===== src/rtl/axis_pkg.sv =====
// Shared types and helpers for the AXI-Stream pipeline arbiter.
// Holds the FSM state encoding and a constant log2 function.
package axis_pkg;

    typedef enum logic {
        ST_IDLE = 1'b0,
        ST_BUSY = 1'b1
    } state_t;

    // Ceiling log2 for elaboration-time widths; clog2(1) = 0.
    function automatic int clog2(input int v);
        int r;
        r = 0;
        for (int i = 0; i < 31; i++) begin
            if ((1 << i) < v) begin
                r = i + 1;
            end
        end
        return r;
    endfunction

endpackage


===== src/rtl/axis_rr_arbiter.sv =====
// Round-robin source picker: first requester after last_grant, circularly.
// Ports: req (request vector), last_grant -> next_grant index, any_req.
module axis_rr_arbiter #(
    parameter int NUM_SRC  = 2,
    parameter int ID_WIDTH = 1
) (
    input  logic [NUM_SRC-1:0]  req,
    input  logic [ID_WIDTH-1:0] last_grant,
    output logic [ID_WIDTH-1:0] next_grant,
    output logic                any_req
);

    logic found;

    // Search offsets 1..NUM_SRC so last_grant itself is tried last.
    always_comb begin
        next_grant = '0;
        found      = 1'b0;
        any_req    = |req;
        for (int k = 1; k <= NUM_SRC; k++) begin
            if (!found && req[(int'(last_grant) + k) % NUM_SRC]) begin
                found      = 1'b1;
                next_grant = ID_WIDTH'((int'(last_grant) + k) % NUM_SRC);
            end
        end
    end

endmodule


===== src/rtl/axis_pipe_arbiter.sv =====
// Packet-level round-robin arbiter feeding NUM_SRC streams into one
// fixed-latency external pipeline, with shadow valid/last/user/id pipes.
// Ports: axis_aclk/axis_aresetn; s_axis_* slaves (slotted vectors);
// m_axis_* master; pipe_cen/pipe_in_data/pipe_out_data to the pipeline.
module axis_pipe_arbiter
    import axis_pkg::*;
#(
    parameter  int NUM_SRC             = 2,
    parameter  int PIPE_DATA_IN_WIDTH  = 32,
    parameter  int PIPE_DATA_OUT_WIDTH = 32,
    parameter  int PIPE_QUAL_WIDTH     = 4,
    parameter  int PIPE_STAGES         = 8,
    localparam int ID_WIDTH = (clog2(NUM_SRC) > 1) ? clog2(NUM_SRC) : 1
) (
    input  logic                                  axis_aclk,
    input  logic                                  axis_aresetn,
    input  logic [NUM_SRC*PIPE_DATA_IN_WIDTH-1:0] s_axis_tdata,
    input  logic [NUM_SRC*PIPE_QUAL_WIDTH-1:0]    s_axis_tuser,
    input  logic [NUM_SRC-1:0]                    s_axis_tvalid,
    input  logic [NUM_SRC-1:0]                    s_axis_tlast,
    output logic [NUM_SRC-1:0]                    s_axis_tready,
    output logic [PIPE_DATA_OUT_WIDTH-1:0]        m_axis_tdata,
    output logic [PIPE_QUAL_WIDTH-1:0]            m_axis_tuser,
    output logic [ID_WIDTH-1:0]                   m_axis_tid,
    output logic                                  m_axis_tvalid,
    input  logic                                  m_axis_tready,
    output logic                                  m_axis_tlast,
    output logic                                  pipe_cen,
    output logic [PIPE_DATA_IN_WIDTH-1:0]         pipe_in_data,
    input  logic [PIPE_DATA_OUT_WIDTH-1:0]        pipe_out_data
);

    localparam int DW = PIPE_DATA_IN_WIDTH;
    localparam int QW = PIPE_QUAL_WIDTH;

    state_t                state;
    logic [ID_WIDTH-1:0]   grant;
    logic [ID_WIDTH-1:0]   last_grant;
    logic [ID_WIDTH-1:0]   next_grant;
    logic                  any_req;

    logic                  busy;
    logic                  sel_valid;
    logic                  sel_last;
    logic [DW-1:0]         sel_data;
    logic [QW-1:0]         sel_user;
    logic                  accept;

    logic [PIPE_STAGES-1:0] vld_sr;
    logic [PIPE_STAGES-1:0] lst_sr;
    logic [ID_WIDTH-1:0]    id_sr  [PIPE_STAGES];
    logic [QW-1:0]          usr_sr [PIPE_STAGES];

    axis_rr_arbiter #(
        .NUM_SRC  (NUM_SRC),
        .ID_WIDTH (ID_WIDTH)
    ) u_rr (
        .req        (s_axis_tvalid),
        .last_grant (last_grant),
        .next_grant (next_grant),
        .any_req    (any_req)
    );

    assign busy      = (state == ST_BUSY);
    assign sel_valid = s_axis_tvalid[grant];
    assign sel_last  = s_axis_tlast[grant];
    assign sel_data  = s_axis_tdata[grant*DW +: DW];
    assign sel_user  = s_axis_tuser[grant*QW +: QW];

    // Empty output slots never block; a held output beat freezes everything.
    assign pipe_cen     = ~m_axis_tvalid | m_axis_tready;
    assign accept       = busy & sel_valid & pipe_cen;
    assign pipe_in_data = busy ? sel_data : '0;

    always_comb begin
        s_axis_tready = '0;
        if (busy) begin
            s_axis_tready[grant] = pipe_cen;
        end
    end

    always_ff @(posedge axis_aclk or negedge axis_aresetn) begin
        if (!axis_aresetn) begin
            state      <= ST_IDLE;
            grant      <= '0;
            last_grant <= ID_WIDTH'(NUM_SRC - 1);
        end else begin
            unique case (state)
                ST_IDLE: begin
                    if (any_req) begin
                        grant <= next_grant;
                        state <= ST_BUSY;
                    end
                end
                ST_BUSY: begin
                    if (accept && sel_last) begin
                        last_grant <= grant;
                        state      <= ST_IDLE;
                    end
                end
                default: state <= ST_IDLE;
            endcase
        end
    end

    always_ff @(posedge axis_aclk or negedge axis_aresetn) begin
        if (!axis_aresetn) begin
            vld_sr <= '0;
            lst_sr <= '0;
            for (int i = 0; i < PIPE_STAGES; i++) begin
                id_sr[i] <= '0;
            end
        end else if (pipe_cen) begin
            vld_sr[0] <= accept;
            lst_sr[0] <= accept & sel_last;
            id_sr[0]  <= grant;
            for (int i = 1; i < PIPE_STAGES; i++) begin
                vld_sr[i] <= vld_sr[i-1];
                lst_sr[i] <= lst_sr[i-1];
                id_sr[i]  <= id_sr[i-1];
            end
        end
    end

    // Qualifiers travel with data, which is not reset either.
    always_ff @(posedge axis_aclk) begin
        if (pipe_cen) begin
            usr_sr[0] <= sel_user;
            for (int i = 1; i < PIPE_STAGES; i++) begin
                usr_sr[i] <= usr_sr[i-1];
            end
        end
    end

    assign m_axis_tvalid = vld_sr[PIPE_STAGES-1];
    assign m_axis_tlast  = lst_sr[PIPE_STAGES-1];
    assign m_axis_tid    = id_sr[PIPE_STAGES-1];
    assign m_axis_tuser  = usr_sr[PIPE_STAGES-1];
    assign m_axis_tdata  = pipe_out_data;

endmodule


===== config.mk =====
export PLATFORM = sky130hd
export DESIGN_NAME = axis_pipe_arbiter
export DESIGN_NICKNAME = d
export VERILOG_FILES = /design/src/rtl/axis_pkg.sv /design/src/rtl/axis_rr_arbiter.sv /design/src/rtl/axis_pipe_arbiter.sv
export SDC_FILE = /design/constraint.sdc
export NUM_CORES = 1
export LEC_CHECK = 0
export CORE_MARGIN = 2
export CORE_UTILIZATION = 36
export CTS_BUF_LIST = sky130_fd_sc_hd__clkbuf_4 sky130_fd_sc_hd__clkbuf_8 sky130_fd_sc_hd__clkbuf_16
export CTS_CLUSTER_DIAMETER = 120
export DETAILED_ROUTE_END_ITERATION = 7
export PLACE_DENSITY = 0.8
export SLEW_MARGIN = 20
export SYNTH_ARGS = -nofsm -noshare
export SYNTH_HDL_FRONTEND = slang
export SYNTH_SLANG_ARGS = --single-unit

===== constraint.sdc =====
create_clock -name axis_aclk -period 2.2 [get_ports axis_aclk]
set_clock_uncertainty 0.05 [all_clocks]
set_input_delay 0.44 -clock axis_aclk [delete_from_list [all_inputs] [get_ports axis_aclk]]
set_output_delay 0.44 -clock axis_aclk [all_outputs]
set_load 0.005 [all_outputs]

== Word level (Yosys, flattened, before mapping) ==
Memories as Yosys holds them, arrays and structs flattened.
Cells that the tools add are included.

* Bits in registers: 27
* RAM bits: 32
* Memories kept: 1

{| class="wikitable"
|+ Memory list
! name !! words !! bits a word !! rd ports !! clocked after Yosys merged registers in !! write ports !! RTL line !! source
|-
| usr_sr || 8 || 4 || 8 || 0 || 8 || axis_pipe_arbiter.sv:52 || <nowiki>logic [QW-1:0] usr_sr [PIPE_STAGES];</nowiki>
|}

* $add $sub $neg: 2
* Magnitude comparators: 4
* Shift-type cells: 2
* Mux-type cells: 22
* Bitwise logic cells: 9
* Reduce and logical (&&, ||, !) cells: 7

{| class="wikitable"
|+ Operators with widths
! kind !! count
|-
| 64-bit by 7-bit variable part select with 32-bit output || 1
|-
| 32-bit 2-to-1 mux || 1
|-
| 1-bit 2-to-1 mux || 18
|-
| 8-bit by 4-bit variable part select with 4-bit output || 1
|-
| 2-bit by 3-bit less-than comparator with 1-bit output (second input constant) || 2
|-
| 2-bit AND reduction || 2
|-
| 1-bit AND || 3
|-
| 1-bit logical AND || 3
|-
| 1-bit adder (second input constant) || 2
|-
| 1-bit AND (first input constant) || 2
|-
| 2-bit AND || 1
|-
| 1-bit by 2-bit less-than comparator with 1-bit output (second input constant) || 1
|-
| 2-bit 2-to-1 mux || 1
|-
| 1-bit NOT || 2
|-
| 1-bit one-hot mux with 2 select lines || 1
|-
| 2-bit OR reduction || 1
|-
| 1-bit demux with 1-bit select || 1
|-
| 1-bit >= comparator (second input constant) || 1
|-
| 1-bit logical NOT || 1
|-
| 1-bit OR || 1
|}

== Longest topological paths before layout ==
* Depth after elaboration: 9
* Depth in mapped cells: 6
* Gate-level depth less buffers: 4

== By module ==
Synthesis repeated with hierarchy kept, for this count alone.

* Cells, all modules: 218
* Area, all modules: 2954.1 sq um

{| class="wikitable"
|+ Modules (own cells, without submodules)
! module !! instances !! cells an instance !! area each (sq um) !! sequential area each (sq um)
|-
| axis_pipe_arbiter || 1 || 216 || 2940.3 || 1637.8
|-
| axis_rr_arbiter || 1 || 2 || 13.8 || 0.0
|}

== Worst setup path after synthesis ==
Ideal clock, no wire load.

* Path kind: register to output
* From: register vld_sr[7]
* To: output port pipe_cen
* Arrival: 1.262 ns
* Required time: 1.710 ns
* Setup slack: 0.448 ns
* Cell stages (with the launch flop): 5
* Buffers on the path: 2
* Path through: dfrtp_1 nor2b_1 buf_2 inv_2 buf_2

* Word-level cells in the longest chain between the ends: 2

{| class="wikitable"
|+ RTL lines
! item !! RTL line !! source
|-
| start, declared || axis_pipe_arbiter.sv:49 || <nowiki>logic [PIPE_STAGES-1:0] vld_sr;</nowiki>
|-
| start signal, assigned by index || axis_pipe_arbiter.sv:118 || <nowiki>vld_sr[i] <= vld_sr[i-1];</nowiki>
|-
| 1-bit NOT || axis_pipe_arbiter.sv:71 || <nowiki>assign pipe_cen = ~m_axis_tvalid | m_axis_tready;</nowiki>
|-
| 1-bit OR || axis_pipe_arbiter.sv:71 ||
|-
| end, declared || axis_pipe_arbiter.sv:28 || <nowiki>output logic pipe_cen,</nowiki>
|}

No other way between the ends.

== Final worst setup path ==
* From: register grant
* To: output port pipe_in_data[25]

* Word-level cells in the longest chain between the ends: 2

{| class="wikitable"
|+ RTL lines
! item !! RTL line !! source
|-
| start, declared || axis_pipe_arbiter.sv:37 || <nowiki>logic [ID_WIDTH-1:0] grant;</nowiki>
|-
| start signal, assigned || axis_pipe_arbiter.sv:91 || <nowiki>grant <= next_grant;</nowiki>
|-
| 64-bit by 7-bit variable part select with 32-bit output || axis_pipe_arbiter.sv:67 || <nowiki>assign sel_data = s_axis_tdata[grant*DW +: DW];</nowiki>
|-
| 32-bit 2-to-1 mux || axis_pipe_arbiter.sv:73 || <nowiki>assign pipe_in_data = busy ? sel_data : '0;</nowiki>
|-
| end, declared || axis_pipe_arbiter.sv:29 || <nowiki>output logic [PIPE_DATA_IN_WIDTH-1:0] pipe_in_data,</nowiki>
|}

No other way between the ends.

==> summary.md <==
| Metric | Value |
|---|---|
| Initial core utilization | around 37% |
| Die outline width | 92.63 µm |
| Top fanout value on the critical path | 11 |
| Crit path kind | reg -> out |
| Largest family of logic cells by synthesized area | simple AND/OR/NAND/NOR gates |
| Slew Limit Headroom | roughly three quarters |
| Ant diodes | 0 |
| CP top delay family | buffers and inverters |
| Post-synthesis cell area | approximately 0.0028 mm² |
| Hold Fails Final Rpt | 0 |
| CP Data Arrival Time | about 1600 ps |
| Pwr/cell area | 1141 mW/mm² |
| GRT Total Usage | roughly 15% |
| Initial antenna violation count | 0 |
| Nets@finish | between 400 and 500 |
| Post-Synth XOR/XNOR Area | 0% |
| HP Class | reg -> reg |
| WL/cell | 13.28 µm |
| Layout Utilization | a little over half |
| Largest net degree at the start of global routing | 36 |
| Compound-cell area share of the yosys netlist | 0.9735% |
| Total Routed Length | a little over 6000 µm |
| DRC | 0 |
| FF+latch area | about 0.0016 mm² |
| Min cycle time layout | 2126 ps |
| Status | finished clean |
| Clk_lat worst skew | approximately 320 ps |
| Design Area, Final | just over 0.004 mm² |
| Static Leakage | between 0.0015 and 0.002 µW |
| Final setup vio count | 0 |
| Fillers | about 690 |
| CP Launch Type | register |
| Syn avg cell area | approximately 11 µm² |
| Crit share post-route | 96.62% |
| Number of synthesis warnings | 0 |
| Crit path buffers/inverters | 2 |
| Area of the multi-input gates | 849.6 µm² |
| CTS buffer count | 9 |
| Non-Filler Instances | 460 |
| # IOs | between 150 and 200 |
| Endpoint type of the worst setup path | output pin |
| Root Buffer Master | clkbuf_8 |
| Simple-gate portion of the synthesized area | roughly 15% |
| Seq cells post-synth | slightly below 60 |
| Slew Viols, Final | 0 |
| Delay of the slowest cell on the worst path | between 500 and 600 ps |
| Core Area | around 0.0077 mm² |
| Std cell rows | 32 |
| GPL Wtd Cong | ~0.76 |
| Mux contribution to synthesized area | 13.98% |
| Total grt overflow | 0 |
| Routed vias/inst | approximately 4.5 |
| Final ANT Viol Nets | 0 |
| Setup slack, reg-to-reg | ~700 ps |
| Vias in the first global route | about 2,200 |
| Seq/Total Area, Yosys | approximately 58% |
| RSZ-0062 raised after global routing | true |
| Clock H-tree levels | 3 |
| Max Freq | roughly 470 MHz |
| Critical path, cell by cell | buf_6 > mux2i_1 > nor2_1 > clkdlybuf4s50_1 |
| Detailed Routing Iterations Pass 1 | 4 |
| Clock buffer depth | 2 |
| PortBufs | 120 |
| 1st-iter DRT viols | 90 |
| Syn Nets | 370 |
| Synth-to-Final Area Change | 44.51% |
| MaxCap Viol Count | 0 |
| Reg clk slew, reported paths | 60 ps |
| Final hold slack | about 360 ps |
| First-pass GRT wire length | between 9000 and 10,000 µm |
| Yosys cell types | 24 |
| CTS Hold Bufs | 0 |
| Placed Cells | ~440 |
| HPWL after detailed placement | about 4600 µm |
| Maximum VDD drop | roughly 0.42 mV |
| Critical path's slowest cell | clkdlybuf4s50_1 |
| Die height | about 93 µm |
| Adder-cell share of the synthesized area | 0% |
| Full die area | 0.008579 mm² |
| Worst-Margin Slew | between 300 and 400 ps |
| Clk sinks | 59 |
| PnR Total Power | 4661 µW |
| Required time worst endpoint | 1710 ps |
| CTS tree | yes |
| Via count | about 2,100 |
| Post-DP Area | slightly below 0.004 mm² |
| Fraction of layout cells with a size suffix above 1 | approximately 9.8% |
| Synth Instances | 259 |
## worst reg2reg max path: stages, from the launching register on
cell and delay [ps]:
dfrtp_1 370, nor2b_2 180, inv_2 70, buf_4 120
buf_4 360
## cell usage in the layout (no fill, tap or decap)
| cell | instances |
|---|---|
| edfxtp_1 | 32 |
| nand2b_1 | 1 |
| mux2i_1 | 31 |
| and3_1 | 1 |
| mux2_4 | 2 |
| mux2i_2 | 1 |
| buf_12 | 2 |
| buf_6 | 1 |
| clkinv_2 | 1 |
| a32o_1 | 1 |
| inv_1 | 1 |
| nand2_1 | 67 |
| a21o_1 | 1 |
| clkbuf_8 | 9 |
| buf_4 | 10 |
| dfstp_2 | 1 |
| and4_4 | 1 |
| clkinv_1 | 6 |
| nand3_1 | 1 |
| clkdlybuf4s50_1 | 86 |
| dlymetal6s2s_1 | 7 |
| o32a_1 | 1 |
| mux2_2 | 4 |
| nor2_1 | 33 |
| dfrtp_2 | 1 |
| inv_2 | 1 |
| nor3_1 | 2 |
| nor2b_2 | 1 |
| dfrtp_1 | 25 |
| dlygate4sd2_1 | 27 |
## final cells by class
type	count	share of cell area, %
Timing Repair Buffer	133	32.09
Multi-Input combinational cell	148	20.79
Clock buffer	9	3.031
Clock inverter	6	0.5818
Sequential cell	59	40.11
Tap cell	102	3.123
Inverter	3	0.2756
## worst paths after layout
check,end,cells after the start,startpoint
min in group asynchronous,lst_sr[2],2,axis_aresetn
max in group asynchronous,last_grant,2,axis_aresetn
worst max-delay path,pipe_in_data[25],4,grant
worst min-delay path,usr_sr[0][15],0,usr_sr[0][11]
worst min register to register,usr_sr[0][15],0,usr_sr[0][11]
worst max register to register,usr_sr[0][2],4,vld_sr[7]
## stage by stage
stage               setup TNS, ps  worst slack (ps)
floorplan                       0             448.4
global placement           -335.2            -137.4
detailed placement         -271.7            -104.3
CTS                        -12.73            -12.73
global route               -43.56            -21.07
finish                          0             74.33
## layer usage
layer / vias up / GRT usage [%] / wire, µm
met5: - / 0 / 0
met4: 0 / 6.495 / 135
met3: 10 / 8.544 / 742
met2: 103 / 25.36 / 3057
met1: 937 / 15.15 / 2173
li1: 1002 / - / -
## power by group
group          leakage (µW)  internal, µW  switching, µW  total [µW]
logic               0.00117          1070            848        1920
registers          0.000668          1810            184        1990
clock network     0.0000765           380            371         750
## sequential cells by signal, summed over array words and instances, names as in the netlist
signal / cells
busy: 1
grant: 1
id_sr: 7
last_grant: 1
lst_sr: 8
m_axis_tid: 1
usr_sr: 32
vld_sr: 8
## cells by family after synthesis
group           after synthesis
flops                        59
mux                          38
buf+inv                      52
simple gates                107
compound gates                3
## cells in the mapped netlist
library cell,instances,area [µm²]
dfstp_2,1,26.28
dfrtp_1,26,650.6
clkinv_1,1,3.750
mux2i_1,32,320.3
nand2_1,67,251.5
clkbuf_1,5,18.77
edfxtp_1,32,960.9
nor2b_1,1,6.260
mux2_4,2,30.03
buf_4,36,270.3
a32o_1,1,10.01
inv_2,1,3.750
and3_1,1,6.260
nand3_1,1,5.000
o32a_1,1,10.01
a21o_1,1,7.510
nand2b_1,1,6.260
mux2_2,4,45.04
nor3_1,2,10.01
nor2_1,33,123.9
buf_6,1,11.26
and4_4,1,11.26
buf_2,7,35.03
inv_1,1,3.750
## repair_timing
item,4_1_cts,5_1_grt
setup endpoints to repair,35,8
gates resized for setup,29,8
pin swaps,0,0
buffers inserted,2,1
(Power assumes the default switching activity.)
==> variant 1, RTL diff (same flow settings) <==
The parameter `PIPE_STAGES` goes from 8 to 4.
--- a/src/rtl/axis_pipe_arbiter.sv
+++ b/src/rtl/axis_pipe_arbiter.sv
@@ -9,7 +9,7 @@
     parameter  int PIPE_DATA_IN_WIDTH  = 32,
     parameter  int PIPE_DATA_OUT_WIDTH = 32,
     parameter  int PIPE_QUAL_WIDTH     = 4,
-    parameter  int PIPE_STAGES         = 8,
+    parameter  int PIPE_STAGES         = 4,
     localparam int ID_WIDTH = (clog2(NUM_SRC) > 1) ? clog2(NUM_SRC) : 1
 ) (
     input  logic                                  axis_aclk,
Formal check against the unedited RTL: not equivalent (Yosys sat finds a counterexample within 4 cycles, from zero or initial values and one cycle with axis_aresetn low).
==> variant 1 against the unedited design <==
- global-route usage grew 1.1 points
- count of clock-buffer cells in the layout shrank 4
- worst setup slack lost 0.0069 ns
- area after synthesis shrank 34%
- largest cell class is now non-clock buffers
- maximum frequency shrank 0.32%
- sequential cell count shrank 28
- power shrank 27%
- routed wire length shrank 27%
- design area shrank 23%
==> variant 1: results (changes against the unedited design) <==
status=complete, no violations; Gate power share=53.8% (+13 points); FF-to-FF path depth=6 (+2); Post-synth ARST share=48.4% (+2.6 points); first-pass GRT wire length=7580 um (-23%); Mapped Nets=299 (-19%); WL final=4460 um (-27%); Hold Path End=usr_sr[3][2]; DP Wirelength=3390 um (-27%); FF-to-FF setup slack=0.62 ns (-0.08 ns); vias in the first global route=1662 (-24%); final RePlAce weighted congestion=0.679 (-11%); Lkg Pwr=1.54 nW (-20%); placed cells=345 (-22%); FF-to-FF End=last_grant; First DRT Iteration DRCs=51 (-43%); Buffers excl. clock=130 (-2.3%); register area share after synthesis=45.9% (-12 points); pin count of the biggest net entering global routing=29 (-19%); CTS Buf Count=5 (-4); Tot GR Track Use=16.1% (+1.1 points); fraction of area in registers=27.4% (-13 points); number of flops mapped to enable cells by yosys=16 (-50%); Hold Path Origin=usr_sr[2][2]; CP max FO=8 (-3); Worst-Margin Slew=0.680 ns (+0.286 ns); Post-CTS Setup Repair Bufs=1 (-1); top cells by count, synth=nor2_1, buf_4, mux2i_1; #MultiIn Comb=112 (-24%); multi-input logic area=711 um2 (-16%); CTS H-Tree Depth=2 (-1); Seq cells=31 (-47%); synth unique cells=23 (-4.2%); Reg power frac=30.5% (-12 points); post-CTS sizing=5 (-83%)
==> variant 1: cell count changes in the layout (fill, tap and decap cells not counted), sizes merged <==
cell           before  now
buf                13   10
bufinv              0    1
clkbuf              9    5
clkdlybuf4s50      86   99
clkinv              7    2
dfrtp              26   14
dlygate4sd2        27    2
dlymetal6s2s        7   19
edfxtp             32   16
inv                 2    3
nand2              67   31
==> variant 1: through the flow <==
step | total power (W) | instance area, um2 | setup slack, ns
after global routing | 0.00364 | 3130 | 0.000644
after global placement | 0.00286 | 2950 | -0.0913
after floorplan | 0.00192 | 1870 | 0.377
after detailed placement | 0.00289 | 2950 | -0.0907
final | 0.00339 | 3130 | 0.0675
after CTS | 0.00346 | 3070 | 0.00518
==> variant 1: routing by layer <==
layer | GRT usage (%) | vias to the layer above | routed length [um]
li1 | - | 779 | -
met1 | 17.2 | 699 | 1600
met2 | 26.9 | 92 | 2260
met3 | 7.94 | 11 | 487
met4 | 7.64 | 0 | 119
met5 | 0 | - | 0
==> variant 2, RTL diff (same flow settings) <==
Without the edit above. Make the reset (`axis_aresetn`) synchronous in 2 clocked blocks.
--- a/src/rtl/axis_pipe_arbiter.sv
+++ b/src/rtl/axis_pipe_arbiter.sv
@@ -79,7 +79,7 @@
         end
     end
 
-    always_ff @(posedge axis_aclk or negedge axis_aresetn) begin
+    always_ff @(posedge axis_aclk) begin
         if (!axis_aresetn) begin
             state      <= ST_IDLE;
             grant      <= '0;
@@ -103,7 +103,7 @@
         end
     end
 
-    always_ff @(posedge axis_aclk or negedge axis_aresetn) begin
+    always_ff @(posedge axis_aclk) begin
         if (!axis_aresetn) begin
             vld_sr <= '0;
             lst_sr <= '0;
Behaviour: differs if axis_aresetn is asserted again (counterexample within 4 cycles, from zero or initial values and one cycle with axis_aresetn low); with axis_aresetn held inactive, the same outputs for 4 cycles.
==> variant 2 against the unedited design <==
- final cell count shrank 2.2%
- area after synthesis increased by 3.8%
- sequential cell count unchanged
- routed wire length up 2.9%
- design area is 5.4% higher
- register-to-register slack better by 0.10 ns
- worst setup slack lost 0.015 ns
Power is not compared: it rests on default switching activity, and its combinational part moved more than twofold at a synthesized area within 25%.
==> variant 2: results (changes against the unedited design) <==
Inserted Diodes=0 (unchanged); Fillers=670 (-2.3%); First DRT Iteration DRCs=57 (-37%); clk buf depth=2 (unchanged); pin count of the biggest net entering global routing=38 (+5.6%); first drt pass iteration count=4 (unchanged); synth unique cells=26 (+8.3%); FF-to-FF setup slack=0.80 ns (+0.10 ns); Worst-Margin Slew=0.380 ns (-0.0140 ns); yosys warns=0 (unchanged); ys flop type=edfxtp_1; DP Wirelength=4710 um (+1.5%); Post-CTS Setup Repair Bufs=0 (-2); CTS H-Tree Depth=3 (unchanged); port buffer count=120 (unchanged); layout cells sized above 1=10.6% (+0.86 points); Final #Nets=454 (-2.4%); routed len/inst=14.0 um (+5.2%); slowest CP cell=clkdlybuf4s50_1; main area contributors after synthesis=edfxtp_1, dfxtp_1, mux2i_1; register area share after synthesis=53.5% (-4.4 points); Via density=4.49 (+0.63%); worst stage delay on the critical path=roughly 0.50 ns; largest register by flop count=usr_sr; number of flops mapped to enable cells by yosys=39 (+22%); delay-heaviest family, CP=buffers and inverters; Tot GR Track Use=14.2% (-0.78 points); vias in the first global route=2075 (-5.2%); final hold slack=0.367 ns (+0.00356 ns); CTS Root Cell=clkbuf_8; Worst-Skew Late Latency=0.32 ns (about the same); final RePlAce weighted congestion=0.769 (+1.3%); Mapped Nets=363 (-1.9%); crit path DAT=1.65 ns; first-pass GRT wire length=9630 um (-2.6%); Post-synth ARST share=0% (-46 points); VDD IR max=0.273 mV; worst min path class=flip-flop to flip-flop; clock-pin slew on the worst setup and hold paths=0.06 ns (about the same); status=complete, no violations; max FFs per register=32 (unchanged); CTS Buf Count=9 (unchanged); top cells by count, synth=buf_4, edfxtp_1, nor2b_1; share of the synthesized area in the top cell type=39.9% (+5.9 points); initial antenna violation count=0 (unchanged); Lkg Pwr=between 1.5 and 2 nW; CP max FO=6 (-5)
-- variant 2: changes by cell type after synthesis, sizes merged, moves of 5 or more --
cell    delta
a21boi    +17
and3       +5
dfrtp     -26
dfxtp     +20
edfxtp     +7
nand2     -34
nor2      -32
nor2b     +33
-- variant 2: report_power, final --
| group | leakage (nW) | switching, W | internal [W] |
|---|---|---|---|
| clock network | 0.116 | 0.000384 | 0.000738 |
| registers | 0.588 | 0.0000214 | 0.00125 |
| logic | 1.04 | 0.000129 | 0.000301 |
-- variant 2: final timing paths --
path	start	end	cells past startpoint
worst max register to register	vld_sr[7]	usr_sr[0][12]	4
worst min-delay path	usr_sr[0][9]	usr_sr[0][13]	0
worst min register to register	usr_sr[0][9]	usr_sr[0][13]	0
worst max-delay path	m_axis_tready	pipe_cen	5
-- variant 2: cell type report --
type                       instances  area [um2]  area share, %
clock buffer                       9         124           2.88
clock inverter                     7         106           2.47
tap                              102         128           2.96
timing repair buffer             132        1370           31.9
sequential                        59        1580           36.6
multi-input combinational        139         986           22.9
inverter                           2        12.5          0.291
-- variant 2: cells by family (layout without fill, tap and decap cells) --
group | Yosys count | in the layout | share of synthesized area (%)
AO/OA/AOI/OAI | 21 | 21 | 5.41
buffers and inverters | 54 | 150 | 13.0
AND/OR/NAND/NOR | 80 | 80 | 14.6
flip-flops | 59 | 59 | 53.5
multiplexers | 38 | 38 | 13.5
-- variant 2: per-stage QoR --
stage	instance area (um2)	total power, W	cells	worst slack, ns	setup TNS (ns)
global route	4310	0.00294	450	-0.00308	-0.00417
finish	4310	0.00282	450	0.0593	0
detailed placement	4000	0.00172	433	-0.147	-0.288
CTS	4230	0.00286	449	0.00569	0
global placement	4000	0.00171	433	-0.147	-0.292
floorplan	2940	0.00149	252	0.479	0
-- variant 2: timing repair --
action,CTS,global route
endpoints found under the hold margin,0,0
endpoints found under the setup margin,4,20
gates cloned,0,1
pin swaps,0,0
gates resized for setup,4,17
-- variant 2: routing by layer --
metal / global-route usage [%] / part of all wire (%) / vias to the layer above
li1: - / - / 1006
met4: 6.28 / 1.6 / 0
met1: 14.5 / 36 / 903
met3: 6.90 / 10 / 16
met2: 24.6 / 53 / 95
met5: 0 / 0 / -
